$ cat src/rtl/mips_pkg.sv
// rtl/mips_pkg.sv - shared MIPS opcode/funct constants, ALU op encodings and control bundle
package mips_pkg;

    localparam logic [5:0] OP_RTYPE = 6'h00;
    localparam logic [5:0] OP_LW    = 6'h23;
    localparam logic [5:0] OP_SW    = 6'h2B;
    localparam logic [5:0] OP_BEQ   = 6'h04;
    localparam logic [5:0] OP_ADDI  = 6'h08;

    localparam logic [5:0] FN_ADD = 6'h20;
    localparam logic [5:0] FN_SUB = 6'h22;
    localparam logic [5:0] FN_AND = 6'h24;
    localparam logic [5:0] FN_OR  = 6'h25;
    localparam logic [5:0] FN_SLT = 6'h2A;

    localparam logic [3:0] ALU_ADD = 4'd0;
    localparam logic [3:0] ALU_SUB = 4'd1;
    localparam logic [3:0] ALU_AND = 4'd2;
    localparam logic [3:0] ALU_OR  = 4'd3;
    localparam logic [3:0] ALU_SLT = 4'd4;

    typedef struct packed {
        logic [3:0] alu_op;
        logic       alu_src;
        logic       reg_write;
        logic       mem_read;
        logic       mem_write;
        logic       mem_to_reg;
        logic       branch;
    } ctrl_t;

    localparam ctrl_t CTRL_NONE = '0;

    function automatic logic [31:0] sign_ext16(input logic [15:0] v);
        return {{16{v[15]}}, v};
    endfunction

endpackage

$ cat src/rtl/id_decode.sv
// rtl/id_decode.sv - combinational instruction decode producing control bundle and destination
module id_decode
    import mips_pkg::*;
(
    input  logic [31:0] instr,
    output ctrl_t       ctrl,
    output logic [4:0]  dst,
    output logic [31:0] imm,
    output logic        reads_rt,
    output logic        illegal
);

    // Shift amount is not used by any supported instruction.
    logic unused_shamt;
    assign unused_shamt = &{1'b0, instr[10:6]};

    always_comb begin
        ctrl     = CTRL_NONE;
        dst      = 5'd0;
        reads_rt = 1'b0;
        illegal  = 1'b0;
        imm      = sign_ext16(instr[15:0]);
        case (instr[31:26])
            OP_RTYPE: begin
                reads_rt       = 1'b1;
                dst            = instr[15:11];
                ctrl.reg_write = 1'b1;
                case (instr[5:0])
                    FN_ADD:  ctrl.alu_op = ALU_ADD;
                    FN_SUB:  ctrl.alu_op = ALU_SUB;
                    FN_AND:  ctrl.alu_op = ALU_AND;
                    FN_OR:   ctrl.alu_op = ALU_OR;
                    FN_SLT:  ctrl.alu_op = ALU_SLT;
                    default: begin
                        ctrl    = CTRL_NONE;
                        dst     = 5'd0;
                        illegal = 1'b1;
                    end
                endcase
            end
            OP_LW: begin
                dst             = instr[20:16];
                ctrl.alu_src    = 1'b1;
                ctrl.reg_write  = 1'b1;
                ctrl.mem_read   = 1'b1;
                ctrl.mem_to_reg = 1'b1;
            end
            OP_SW: begin
                reads_rt       = 1'b1;
                ctrl.alu_src   = 1'b1;
                ctrl.mem_write = 1'b1;
            end
            OP_BEQ: begin
                reads_rt    = 1'b1;
                ctrl.alu_op = ALU_SUB;
                ctrl.branch = 1'b1;
            end
            OP_ADDI: begin
                dst            = instr[20:16];
                ctrl.alu_src   = 1'b1;
                ctrl.reg_write = 1'b1;
            end
            default: illegal = 1'b1;
        endcase
    end

endmodule

$ cat src/rtl/id_ex_stage.sv
// rtl/id_ex_stage.sv - ID/EX pipeline register with load-use hazard stall; ID_WB_BYPASS_EN adds WB->ID bypass
module id_ex_stage
    import mips_pkg::*;
#(
    parameter int ALU_OP_W = 4
) (
    input  logic                clk,
    input  logic                rst,
    input  logic                id_valid,
    input  logic [31:0]         id_instr,
    input  logic [31:0]         id_pc4,
    input  logic [31:0]         rd_data1,
    input  logic [31:0]         rd_data2,
    input  logic                wb_reg_write,
    input  logic [4:0]          wb_rd,
    input  logic [31:0]         wb_data,
    input  logic                ex_flush,
    output logic [4:0]          rs,
    output logic [4:0]          rt,
    output logic                stall,
    output logic                ex_valid,
    output logic [31:0]         ex_a,
    output logic [31:0]         ex_b,
    output logic [31:0]         ex_imm,
    output logic [31:0]         ex_pc4,
    output logic [4:0]          ex_rs,
    output logic [4:0]          ex_rt,
    output logic [4:0]          ex_dst,
    output logic [ALU_OP_W-1:0] ex_alu_op,
    output logic                ex_alu_src,
    output logic                ex_reg_write,
    output logic                ex_mem_read,
    output logic                ex_mem_write,
    output logic                ex_mem_to_reg,
    output logic                ex_branch,
    output logic                illegal,
    output logic [15:0]         bubble_cnt
);

    ctrl_t       dec_ctrl;
    logic [4:0]  dec_dst;
    logic [31:0] dec_imm;
    logic        dec_reads_rt;
    logic        dec_illegal;
    logic [31:0] op_a;
    logic [31:0] op_b;
    logic        hazard;
    logic        load_bubble;
    ctrl_t       ctrl_n;
    logic [4:0]  dst_n;

    assign rs = id_instr[25:21];
    assign rt = id_instr[20:16];

    id_decode u_decode (
        .instr    (id_instr),
        .ctrl     (dec_ctrl),
        .dst      (dec_dst),
        .imm      (dec_imm),
        .reads_rt (dec_reads_rt),
        .illegal  (dec_illegal)
    );

`ifdef ID_WB_BYPASS_EN
    // Register file writes at the same edge it is read, so forward the writeback value here.
    assign op_a = (wb_reg_write && wb_rd != 5'd0 && wb_rd == rs) ? wb_data : rd_data1;
    assign op_b = (wb_reg_write && wb_rd != 5'd0 && wb_rd == rt) ? wb_data : rd_data2;
`else
    logic unused_wb;
    assign unused_wb = &{1'b0, wb_reg_write, wb_rd, wb_data};
    assign op_a = rd_data1;
    assign op_b = rd_data2;
`endif

    assign hazard = ex_valid && ex_mem_read && (ex_dst != 5'd0) &&
                    ((ex_dst == rs) || ((ex_dst == rt) && dec_reads_rt));
    assign stall = !rst && id_valid && hazard && !ex_flush;

    assign load_bubble = ex_flush || stall || !id_valid || dec_illegal;
    assign ctrl_n      = load_bubble ? CTRL_NONE : dec_ctrl;
    assign dst_n       = load_bubble ? 5'd0 : dec_dst;

    always_ff @(posedge clk) begin
        if (rst) begin
            ex_valid      <= 1'b0;
            ex_a          <= '0;
            ex_b          <= '0;
            ex_imm        <= '0;
            ex_pc4        <= '0;
            ex_rs         <= '0;
            ex_rt         <= '0;
            ex_dst        <= '0;
            ex_alu_op     <= '0;
            ex_alu_src    <= 1'b0;
            ex_reg_write  <= 1'b0;
            ex_mem_read   <= 1'b0;
            ex_mem_write  <= 1'b0;
            ex_mem_to_reg <= 1'b0;
            ex_branch     <= 1'b0;
            illegal       <= 1'b0;
            bubble_cnt    <= '0;
        end else begin
            // Data fields are captured even for bubbles so they stay deterministic.
            ex_a          <= op_a;
            ex_b          <= op_b;
            ex_imm        <= dec_imm;
            ex_pc4        <= id_pc4;
            ex_rs         <= rs;
            ex_rt         <= rt;
            ex_valid      <= !load_bubble;
            ex_dst        <= dst_n;
            ex_alu_op     <= ALU_OP_W'(ctrl_n.alu_op);
            ex_alu_src    <= ctrl_n.alu_src;
            ex_reg_write  <= ctrl_n.reg_write;
            ex_mem_read   <= ctrl_n.mem_read;
            ex_mem_write  <= ctrl_n.mem_write;
            ex_mem_to_reg <= ctrl_n.mem_to_reg;
            ex_branch     <= ctrl_n.branch;
            // A stalled illegal instruction is re-presented, so report it only when it leaves ID.
            illegal       <= id_valid && dec_illegal && !ex_flush && !stall;
            if (stall && bubble_cnt != 16'hFFFF)
                bubble_cnt <= bubble_cnt + 16'd1;
        end
    end

endmodule

$ cat config.mk
export PLATFORM = sky130hd
export DESIGN_NAME = id_ex_stage
export DESIGN_NICKNAME = d
export VERILOG_FILES = /design/src/rtl/mips_pkg.sv /design/src/rtl/id_decode.sv /design/src/rtl/id_ex_stage.sv
export SDC_FILE = /design/constraint.sdc
export NUM_CORES = 1
export LEC_CHECK = 0
export BUFFER_PORTS_ARGS = -buffer_cell sky130_fd_sc_hd__buf_2
export CAP_MARGIN = 10
export CORE_ASPECT_RATIO = 2
export CORE_MARGIN = 4
export CORE_UTILIZATION = 30
export DETAILED_ROUTE_END_ITERATION = 7
export SKIP_CTS_REPAIR_TIMING = 1
export SYNTH_ARGS = -nofsm -noshare
export SYNTH_HDL_FRONTEND = slang
export SYNTH_SLANG_ARGS = --single-unit
$ cat constraint.sdc
create_clock -name clk -period 2.2 [get_ports clk]
set_input_delay 0.22 -clock clk [delete_from_list [all_inputs] [get_ports clk]]
set_output_delay 0.22 -clock clk [all_outputs]
set_load 0.005 [all_outputs]
# --- Word level (Yosys, flattened, before mapping) ---
# Cells that the tools add are included.
word_totals:
  reg_bits: 155
  output_inout_bits: 182
  elab_cells: 72
op_classes:
  addsub: 1
  reduce_logical: 28
  mux: 14
  eq_ne: 12
op_table:
  columns: ["op", "count"]
  rows:
  - ["6-bit == test (second input constant)", 7]
  - ["16-bit by 1-bit adder with 16-bit output (second input constant)", 1]
  - ["16-bit != test (second input constant)", 1]
  - ["1-bit case mux with 2 select lines", 7]
  - ["3-bit case mux with 4 select lines", 1]
  - ["1-bit logical AND", 11]
  - ["5-bit == test", 2]
  - ["5-bit two-way mux", 2]
  - ["5-bit case mux with 2 select lines", 1]
  - ["6-bit by 3-bit == test with 1-bit output (second input constant)", 1]
  - ["6-bit by 4-bit == test with 1-bit output (second input constant)", 1]
  - ["6-bit logical NOT", 1]
  - ["3-bit case mux with 2 select lines", 1]
  - ["3-bit OR reduction", 2]
  - ["1-bit logical NOT", 5]
  - ["5-bit nonzero test", 1]
  - ["5-bit OR reduction", 1]
  - ["1-bit logical OR", 4]
  - ["2-bit OR reduction", 2]
  - ["4-bit OR reduction", 1]
  - ["1-bit two-way mux", 2]

# --- Logic depth before layout (Yosys ltp) ---
# Gate-level depths: netlist of run 1.
depth:
  ltp_word: 12
  ltp_mapped: 9

# --- Hierarchy ---
# A second synthesis of run 1 with hierarchy kept.
hier_totals:
  cells_unflattened: 547
  hier_area_um2: 5828.1
by_module_without_submodules:
  columns: ["mod", "cells_per_inst", "area_per_inst_um2", "instances"]
  rows:
  - ["id_ex_stage", 465, 5276.3, 1]
  - ["id_decode", 82, 551.8, 1]

# --- Least setup slack after synthesis of run 1 ---
# No wires, ideal clock.
synth_timing:
  path_type: "flip-flop to flip-flop"
  from: "register bubble_cnt[0]"
  to: "register bubble_cnt[13]"
  required_time_ps: 2130
  stages_incl_launch_ff: 9
  slack_ps: -198
  arrival_time_ps: 2327
  setup_time_ps: 70
  path_cell_list: "dfxtp_1 ha_1 and3_1 and3_1 and2_1 or3b_2 buf_2 or4_1 a21oi_1"
synth_via:
  elab_chain_cells: 2
  elab_cells_between_ends: 3
synth_rtl:
  columns: ["element", "line", "source"]
  rows:
  - ["start, declared", "id_ex_stage.sv:37", "output logic [15:0] bubble_cnt"]
  - ["start signal, assigned", "id_ex_stage.sv:122", "bubble_cnt <= bubble_cnt + 16'd1;"]
  - ["parallel branches: the longest is 2 deep, another holds 16-bit by 1-bit adder with 16-bit output", null, null]
# Parallel ways; which one is timed is not known.
# A chain may end at the register's enable or synchronous reset.

# --- Final worst setup path of run 1 ---
layout_timing:
  from: "register ex_dst[0]"
  to: "output port stall"
layout_via:
  elab_chain_cells: 6
  elab_cells_between_ends: 9
layout_rtl:
  columns: ["element", "line", "source"]
  rows:
  - ["start, declared", "id_ex_stage.sv:28", "output logic [4:0] ex_dst,"]
  - ["start signal, assigned", "id_ex_stage.sv:111", "ex_dst <= dst_n;"]
  - ["5-bit == test", "id_ex_stage.sv:76", "((ex_dst == rs) || ((ex_dst == rt) && dec_reads_rt));"]
  - ["1-bit logical AND", "id_ex_stage.sv:76", null]
  - ["1-bit logical OR", "id_ex_stage.sv:76", null]
  - ["1-bit logical AND *", "id_ex_stage.sv:75", "assign hazard = ex_valid && ex_mem_read && (ex_dst != 5'd0) &&"]
  - ["1-bit logical AND * (2 in a row)", "id_ex_stage.sv:77", "assign stall = !rst && id_valid && hazard && !ex_flush;"]
  - ["end, declared", "id_ex_stage.sv:20", "output logic stall,"]
# Mark *: on every way between the ends. The rest lies on a longest branch, timed or not.

==> results of run 1 <==
## power by group through the flow
| stage | Combinational, mW | Sequential, mW | Clock [mW] |
|---|---|---|---|
| after floorplan | 0.175 | 3.00 | 0 |
| final | 0.481 | 2.92 | 2.83 |
| after detailed placement | 0.485 | 2.98 | 0 |
| after global routing | 0.536 | 2.93 | 3.06 |
| after global placement | 0.479 | 2.98 | 0 |
| after CTS | 0.487 | 2.92 | 2.93 |
## cells by family (layout without fill, tap and decap cells)
kind of cell	count (synthesis)	count (layout)
AND/OR/NAND/NOR	205	205
XOR/XNOR	11	11
AO/OA/AOI/OAI	45	45
other	1	2
multiplexers	2	2
flip-flops	153	153
buffers and inverters	56	396
adder cells (fa/ha/maj)	1	1
## routing by layer
| metal | GRT usage (%) | share of wire, % | vias to the layer above |
|---|---|---|---|
| met4 | 7.37 | 2.0 | 0 |
| met2 | 29.1 | 56 | 207 |
| met5 | 0 | 0 | - |
| met1 | 15.3 | 33 | 2008 |
| met3 | 5.02 | 8.9 | 20 |
| li1 | - | - | 2181 |
## worst register-to-register path, delay by kind of cell, from the launching register on
family,cells,cell delay [ns]
AOI/OAI and AO/OA,2,0.24
xor gates and xnor gates,1,0.12
buffers and inverters,2,0.31
DFF,1,0.36
and+or+nand+nor,3,1.15
## Yosys cell counts
library cell	number	area [µm²]
o31ai_1	9	67.6
xnor2_1	8	70.1
o21ba_2	2	20.0
a21boi_0	1	7.51
buf_6	2	22.5
conb_1	1	3.75
o21ai_0	2	10.0
o21ai_2	2	17.5
clkbuf_1	18	67.6
a21oi_1	16	80.1
xor2_1	3	26.3
nor4_1	3	18.8
nor2_1	16	60.1
buf_4	28	210
or4_1	9	67.6
nor4b_1	1	8.76
or3_1	2	12.5
o311a_1	1	10.0
a211o_1	1	8.76
nand4_1	6	37.5
mux2i_1	1	10.0
nand2b_1	2	12.5
a21bo_2	1	10.0
mux2_2	1	11.3
or4b_1	1	10.0
ha_1	1	12.5
a22oi_1	5	37.5
buf_2	1	5.00
nand3_1	11	55.1
o211a_1	1	10.0
and2_1	1	6.26
or2_2	4	25.0
nor4b_4	1	23.8
a21o_1	3	22.5
and3_1	5	31.3
o21bai_1	1	7.51
or4_4	1	11.3
nor2b_1	125	782
nand2_1	7	26.3
or3b_2	2	17.5
inv_1	7	26.3
dfxtp_1	153	3060
nor3_1	8	40.0
## registers in the layout, indices dropped and copies added, names as in the netlist, 3 cells and up
| register | flops |
|---|---|
| ex_a | 32 |
| ex_b | 32 |
| ex_pc4 | 32 |
| bubble_cnt | 16 |
| ex_imm | 16 |
| ex_dst | 5 |
| ex_rs | 5 |
| ex_rt | 5 |
| ex_alu_op | 3 |
## area by class of cell
type / count / share of cell area, %
Inverter: 7 / 0.342
Clock inverter: 11 / 1.61
Tap cell: 207 / 3.37
Timing Repair Buffer: 357 / 25.5
Clock buffer: 21 / 5.85
Antenna cell: 1 / 0.0325
Sequential cell: 153 / 39.9
Multi-Input combinational cell: 265 / 23.4
## how the worst max path moves through the flow
| stage | start | end | slack (ns) | cells past startpoint |
|---|---|---|---|---|
| floorplan | bubble_cnt[0] | bubble_cnt[13] | 0.02 | 8 |
| global route | ex_dst[0] | bubble_cnt[15] | -0.13 | 8 |
| CTS | ex_dst[0] | stall | -0.28 | 8 |
| finish | ex_dst[0] | stall | -0.06 | 8 |
| detailed placement | id_instr[31] | bubble_cnt[14] | -0.04 | 8 |
| global placement | id_instr[31] | bubble_cnt[6] | 0.009 | 8 |
## per-stage QoR
stage | hold slack, ns | total power [mW] | setup slack, ns
CTS | -0.0172 | 6.33 | -0.278
finish | 0.0111 | 6.23 | -0.0568
floorplan | 0.297 | 3.18 | 0.0153
global route | 0.000156 | 6.53 | -0.125
detailed placement | 0.432 | 3.47 | -0.0351
global placement | 0.426 | 3.46 | 0.00947
==> results.json, run 1 <==
{
  "final_cells": 1022,
  "critPathBufInv": 4,
  "cts_root_buffer": "clkbuf_16",
  "synth_xor_area_share_pct": 1.90,
  "ios": 352,
  "maxCapViolCount": 0,
  "drive_above_1_share_pct": 52.1,
  "critPathCaptureType": "output port",
  "fin_setup_tns_ns": -0.263,
  "period_minus_slack_ns": 2.26,
  "synth_seq_area_share_pct": 60.3,
  "routed_via_density": 4.32,
  "place_area_mm2": 0.00692,
  "min_path_type": "input pin to flop",
  "htreeDepth": 4,
  "routedWlPerCell_um": 15.3,
  "numCtsBuffers": 17,
  "crit_fanout": 3,
  "r2r_end": "bubble_cnt[15]",
  "antenna_found_initial": 1,
  "hold_start": "rd_data2[13]",
  "synth_seq_cells": 153,
  "synth-compound-area-share_pct": 6.08,
  "syn_nets": 645,
  "syn_area_per_cell_um2": 10.7,
  "max_slew_margin_pct": 43.7,
  "antenna_left": 0,
  "cp_data_arrival_time_ns": 2.04,
  "grt_pass1_vias": 4344,
  "p_int_mw": 4.85,
  "crit_chain": "buf_6 -> or3_4 -> o311a_4 -> nor2b_4 -> o21ai_4 -> buf_12 -> inv_2 -> buf_2",
  "finalWorstSetupSlack_ns": -0.0568,
  "status": "complete, but fails checks",
  "clkLatencyLatePin_ns": 0.41,
  "grt_use_total_pct": 15.6,
  "r2r_setup_slack_ns": -0.05,
  "worst_r2r_path_depth": 8,
  "power_density_mw_per_mm2": 810,
  "vdd_drop_max_v": 0.000476,
  "initial_core_util_pct": 30.5,
  "p_seq_share_pct": 46.8,
  "ys_warn_count": 0,
  "drt_iter0_markers": 126,
  "cts_max_path_buffers": 2,
  "max_freq_ghz": 0.443,
  "clkTransAtPathRegs_ns": 0.06,
  "dpl.hpwl_um": 12100,
  "p_clk_share_pct": 45.5,
  "coreArea_mm2": 0.0167,
  "nFillCells": 1700,
  "fin_util_pct": 46.1,
  "route.detailed.drc": 0,
  "area_growth_syn_to_layout_pct": 51.3,
  "wl_um": 15600,
  "grt_pass1_wl_um": 22800,
  "die_area_mm2": 0.0192,
  "synth_cell_types": 43,
  "synthCells": 474,
  "overflow": 0,
  "path_class": "flop to output port",
  "maxSlewViolCount": 0,
  "tritoncts": "yes",
  "seq_area_mm2": 0.00307,
  "startpoint_type": "flop",
  "worstPathRequired_ns": 1.98,
  "synthAdderAreaFrac_pct": 0.246,
  "synth_top_family_by_area": "simple AND/OR/NAND/NOR gates",
  "p_sw_share_pct": 22.1,
  "io_buffers": 312,
  "chipWidth_um": 100,
  "final_cell_mix": "311 x buf_2, 148 x dfxtp_1, 124 x nor2b_1, 38 x buf_4, 18 x clkbuf_16",
  "multi_input_area_mm2": 0.00180,
  "via_count": 4416,
  "synthMuxAreaShare_pct": 0.418,
  "whs_path_depth": 2,
  "p_leak_nw": 3.73,
  "cts_sinks": 153,
  "post-route-period-util_pct": 103,
  "syn_area_mm2": 0.00508,
  "die_h_um": 192,
  "synth-simple-area-share_pct": 24.5,
  "final_area_mm2": 0.00769,
  "critPathSlowestCell": "o311a_4",
  "layout.nets": 972,
  "grt_max_degree": 81,
  "tightest_slew_ns": 0.844,
  "r2r_start": "ex_dst[0]",
  "gp_congestion": 0.754,
  "violations": "negative setup slack",
  "setup_viol": 9,
  "layout_commonest_cell": "buf_2",
  "p_comb_share_pct": 7.7,
  "num_rows": 67,
  "first_pass_iters": 4,
  "skew_ns": 0.00648,
  "dp.cells": 981,
  "rsz0062_at_grt": "yes",
  "hold_end": "ex_b[13]",
  "cpLargestDelayFamily": "simple AND/OR/NAND/NOR gates",
  "cpPeakStageDelay_ns": 0.37,
  "final_hold_viol_count": 0,
  "switchingPower_mw": 1.38
}
No activity file was read; power rests on OpenSTA's default activity.
==> inputs of run 2 (changes only) <==
BUFFER_PORTS_ARGS = -buffer_cell sky130_fd_sc_hd__buf_4   (was -buffer_cell sky130_fd_sc_hd__buf_2)
SKIP_CTS_REPAIR_TIMING = unset   (was 1)
==> run 2 against run 1 <==
Worst hold slack gained 0.0052 ns. Sequential share of layout area shrank 4.6 points. The run now ends clean. Largest power group unchanged. Global-route usage grew 1.2 points. Clock-buffer cell count grew 2. Critical endpoint unchanged. Clock power shrank 4%. Die area is the same. First-iteration DRC count shrank 31%. Via count grew 5.4%. Critical path depth shrank 1. Combinational power grew 40%. Largest cell class unchanged. Core utilization grew 6.1 points. Register-to-register slack gained 0.09 ns.
==> results.json, run 2 (same netlist as run 1, synthesis figures left out) <==
{
  "nFillCells": 1498,
  "critPathCaptureType": "output port",
  "htreeDepth": 4,
  "io_buffers": 312,
  "cts_max_path_buffers": 2,
  "crit_cells": 7,
  "route.detailed.drc": 0,
  "die_area_mm2": 0.0192,
  "startpoint": "ex_dst[2]",
  "power_density_mw_per_mm2": 723,
  "worst_r2r_path_depth": 8,
  "tightest_slew_ns": 0.831,
  "initial_core_util_pct": 30.5,
  "chipWidth_um": 100,
  "grt_use_total_pct": 16.8,
  "grt_max_degree": 82,
  "r2r_end": "bubble_cnt[5]",
  "worstPathRequired_ns": 1.98,
  "cts_sinks": 153,
  "rsz0062_at_grt": "yes",
  "hold_start": "rd_data1[5]",
  "period_minus_slack_ns": 2.19,
  "drt_iter0_markers": 87,
  "r2r_start": "ex_dst[0]",
  "final_cells": 1048,
  "overflow": 0,
  "wl_um": 17000,
  "clkLatencyLatePin_ns": 0.42,
  "skew_ns": 0.00902,
  "first_pass_iters": 4,
  "power.total_mw": 6.31,
  "ios": 352,
  "grt_pass1_wl_um": 24800,
  "routed_via_density": 4.44,
  "area_growth_syn_to_layout_pct": 71.5,
  "antenna_left": 0,
  "cts_root_buffer": "clkbuf_16",
  "final_cell_mix": "342 x buf_4, 148 x dfxtp_1, 124 x nor2b_1, 38 x dlygate4sd3_1, 17 x clkbuf_16",
  "final_hold_viol_count": 0,
  "routedWlPerCell_um": 16.2,
  "cp_data_arrival_time_ns": 1.97,
  "fin_util_pct": 52.3,
  "tritoncts": "yes",
  "numCtsBuffers": 17,
  "critPathBufInv": 3,
  "finalWorstSetupSlack_ns": 0.0133,
  "vdd_drop_max_v": 0.000460,
  "crit_fanout": 3,
  "antenna_found_initial": 0,
  "r2r_setup_slack_ns": 0.04,
  "num_antenna_cells": 0,
  "p_leak_nw": 4.00,
  "max_freq_ghz": 0.457,
  "num_rows": 67,
  "cpPeakStageDelay_ns": 0.38,
  "maxCapViolCount": 0,
  "via_count": 4654,
  "crit_chain": "or3_1 -> o311a_1 -> nor2b_4 -> o21ai_4 -> buf_6 -> inv_4 -> buf_6",
  "layout_commonest_cell": "buf_4",
  "dp.cells": 971,
  "drive_above_1_share_pct": 49.8,
  "pre_cts_ws_ns": -0.0812,
  "post-route-period-util_pct": 99.4,
  "cpLargestDelayFamily": "simple AND/OR/NAND/NOR gates",
  "status": "finished clean",
  "clkTransAtPathRegs_ns": 0.06,
  "die_h_um": 192,
  "grt_pass1_vias": 4803,
  "largestRegisters": "ex_a x32, ex_b x32, ex_pc4 x32",
  "min_path_type": "input pin to flop",
  "coreArea_mm2": 0.0167,
  "crit_path_frequent_cell": "buf_6",
  "max_slew_margin_pct": 44.6,
  "gp_congestion": 0.835,
  "setup_viol": 0,
  "crit_end": "stall",
  "path_class": "flop to output port",
  "dpl.hpwl_um": 12800,
  "maxSlewViolCount": 0,
  "layout.nets": 999,
  "seq_area_mm2": 0.00308,
  "critPathSlowestCell": "or3_1",
  "multi_input_area_mm2": 0.00182,
  "hold-worst-slack_ns": 0.0163,
  "startpoint_type": "flop"
}
[run 2: cell count changes in the layout (fill, tap and decap cells not counted), sizes merged, moves of 2 or more]
cell / delta
bufinv: -2
inv: +2
buf: -7
dlygate4sd3: +34
[run 2: metrics by stage]
stage	instance area [µm²]	TNS [ns]
floorplan	5110	0
global placement	7600	-0.182
detailed placement	7600	-0.436
CTS	8610	-0.0568
global route	8720	-0.199
finish	8720	0
[run 2: worst min-delay path by stage]
stage	cells after the start	slack, ns	endpoint
finish	2	0.02	ex_a[5]
floorplan	1	0.30	ex_branch
global placement	2	0.43	ex_a[1]
CTS	2	0.0002	ex_pc4[28]
global route	2	0.0008	ex_pc4[7]
detailed placement	2	0.43	ex_a[30]
[run 2: layout make-up]
type / instances / share of cell area, %
Clock buffer: 23 / 5.60
Clock inverter: 9 / 0.746
Inverter: 7 / 0.330
Multi-Input combinational cell: 266 / 20.9
Sequential cell: 153 / 35.3
Tap cell: 207 / 2.97
Timing Repair Buffer: 383 / 34.2
[run 2: repair_timing]
action	in CTS	in global routing
hold buffers	38	0
cloned	1	0
buffers inserted	5	1
endpoints found under the setup margin	10	14
pin swaps	4	11
gates resized for setup	11	24
hold endpoints to repair	38	0
[run 2: metal layers]
metal / wire [µm] / share of wire (%) / vias up / track usage [%]
met5: 0 / 0 / - / 0
met4: 648 / 3.8 / 0 / 8.67
met3: 1430 / 8.4 / 44 / 4.94
met2: 9460 / 56 / 233 / 31.9
met1: 5420 / 32 / 2143 / 15.8
li1: - / - / 2234 / -
[run 2: power by group]
group	switching [mW]	internal [mW]	leakage [nW]
clock	1.14	1.57	0.270
sequential	0.0383	2.89	1.27
combinational	0.234	0.439	2.46
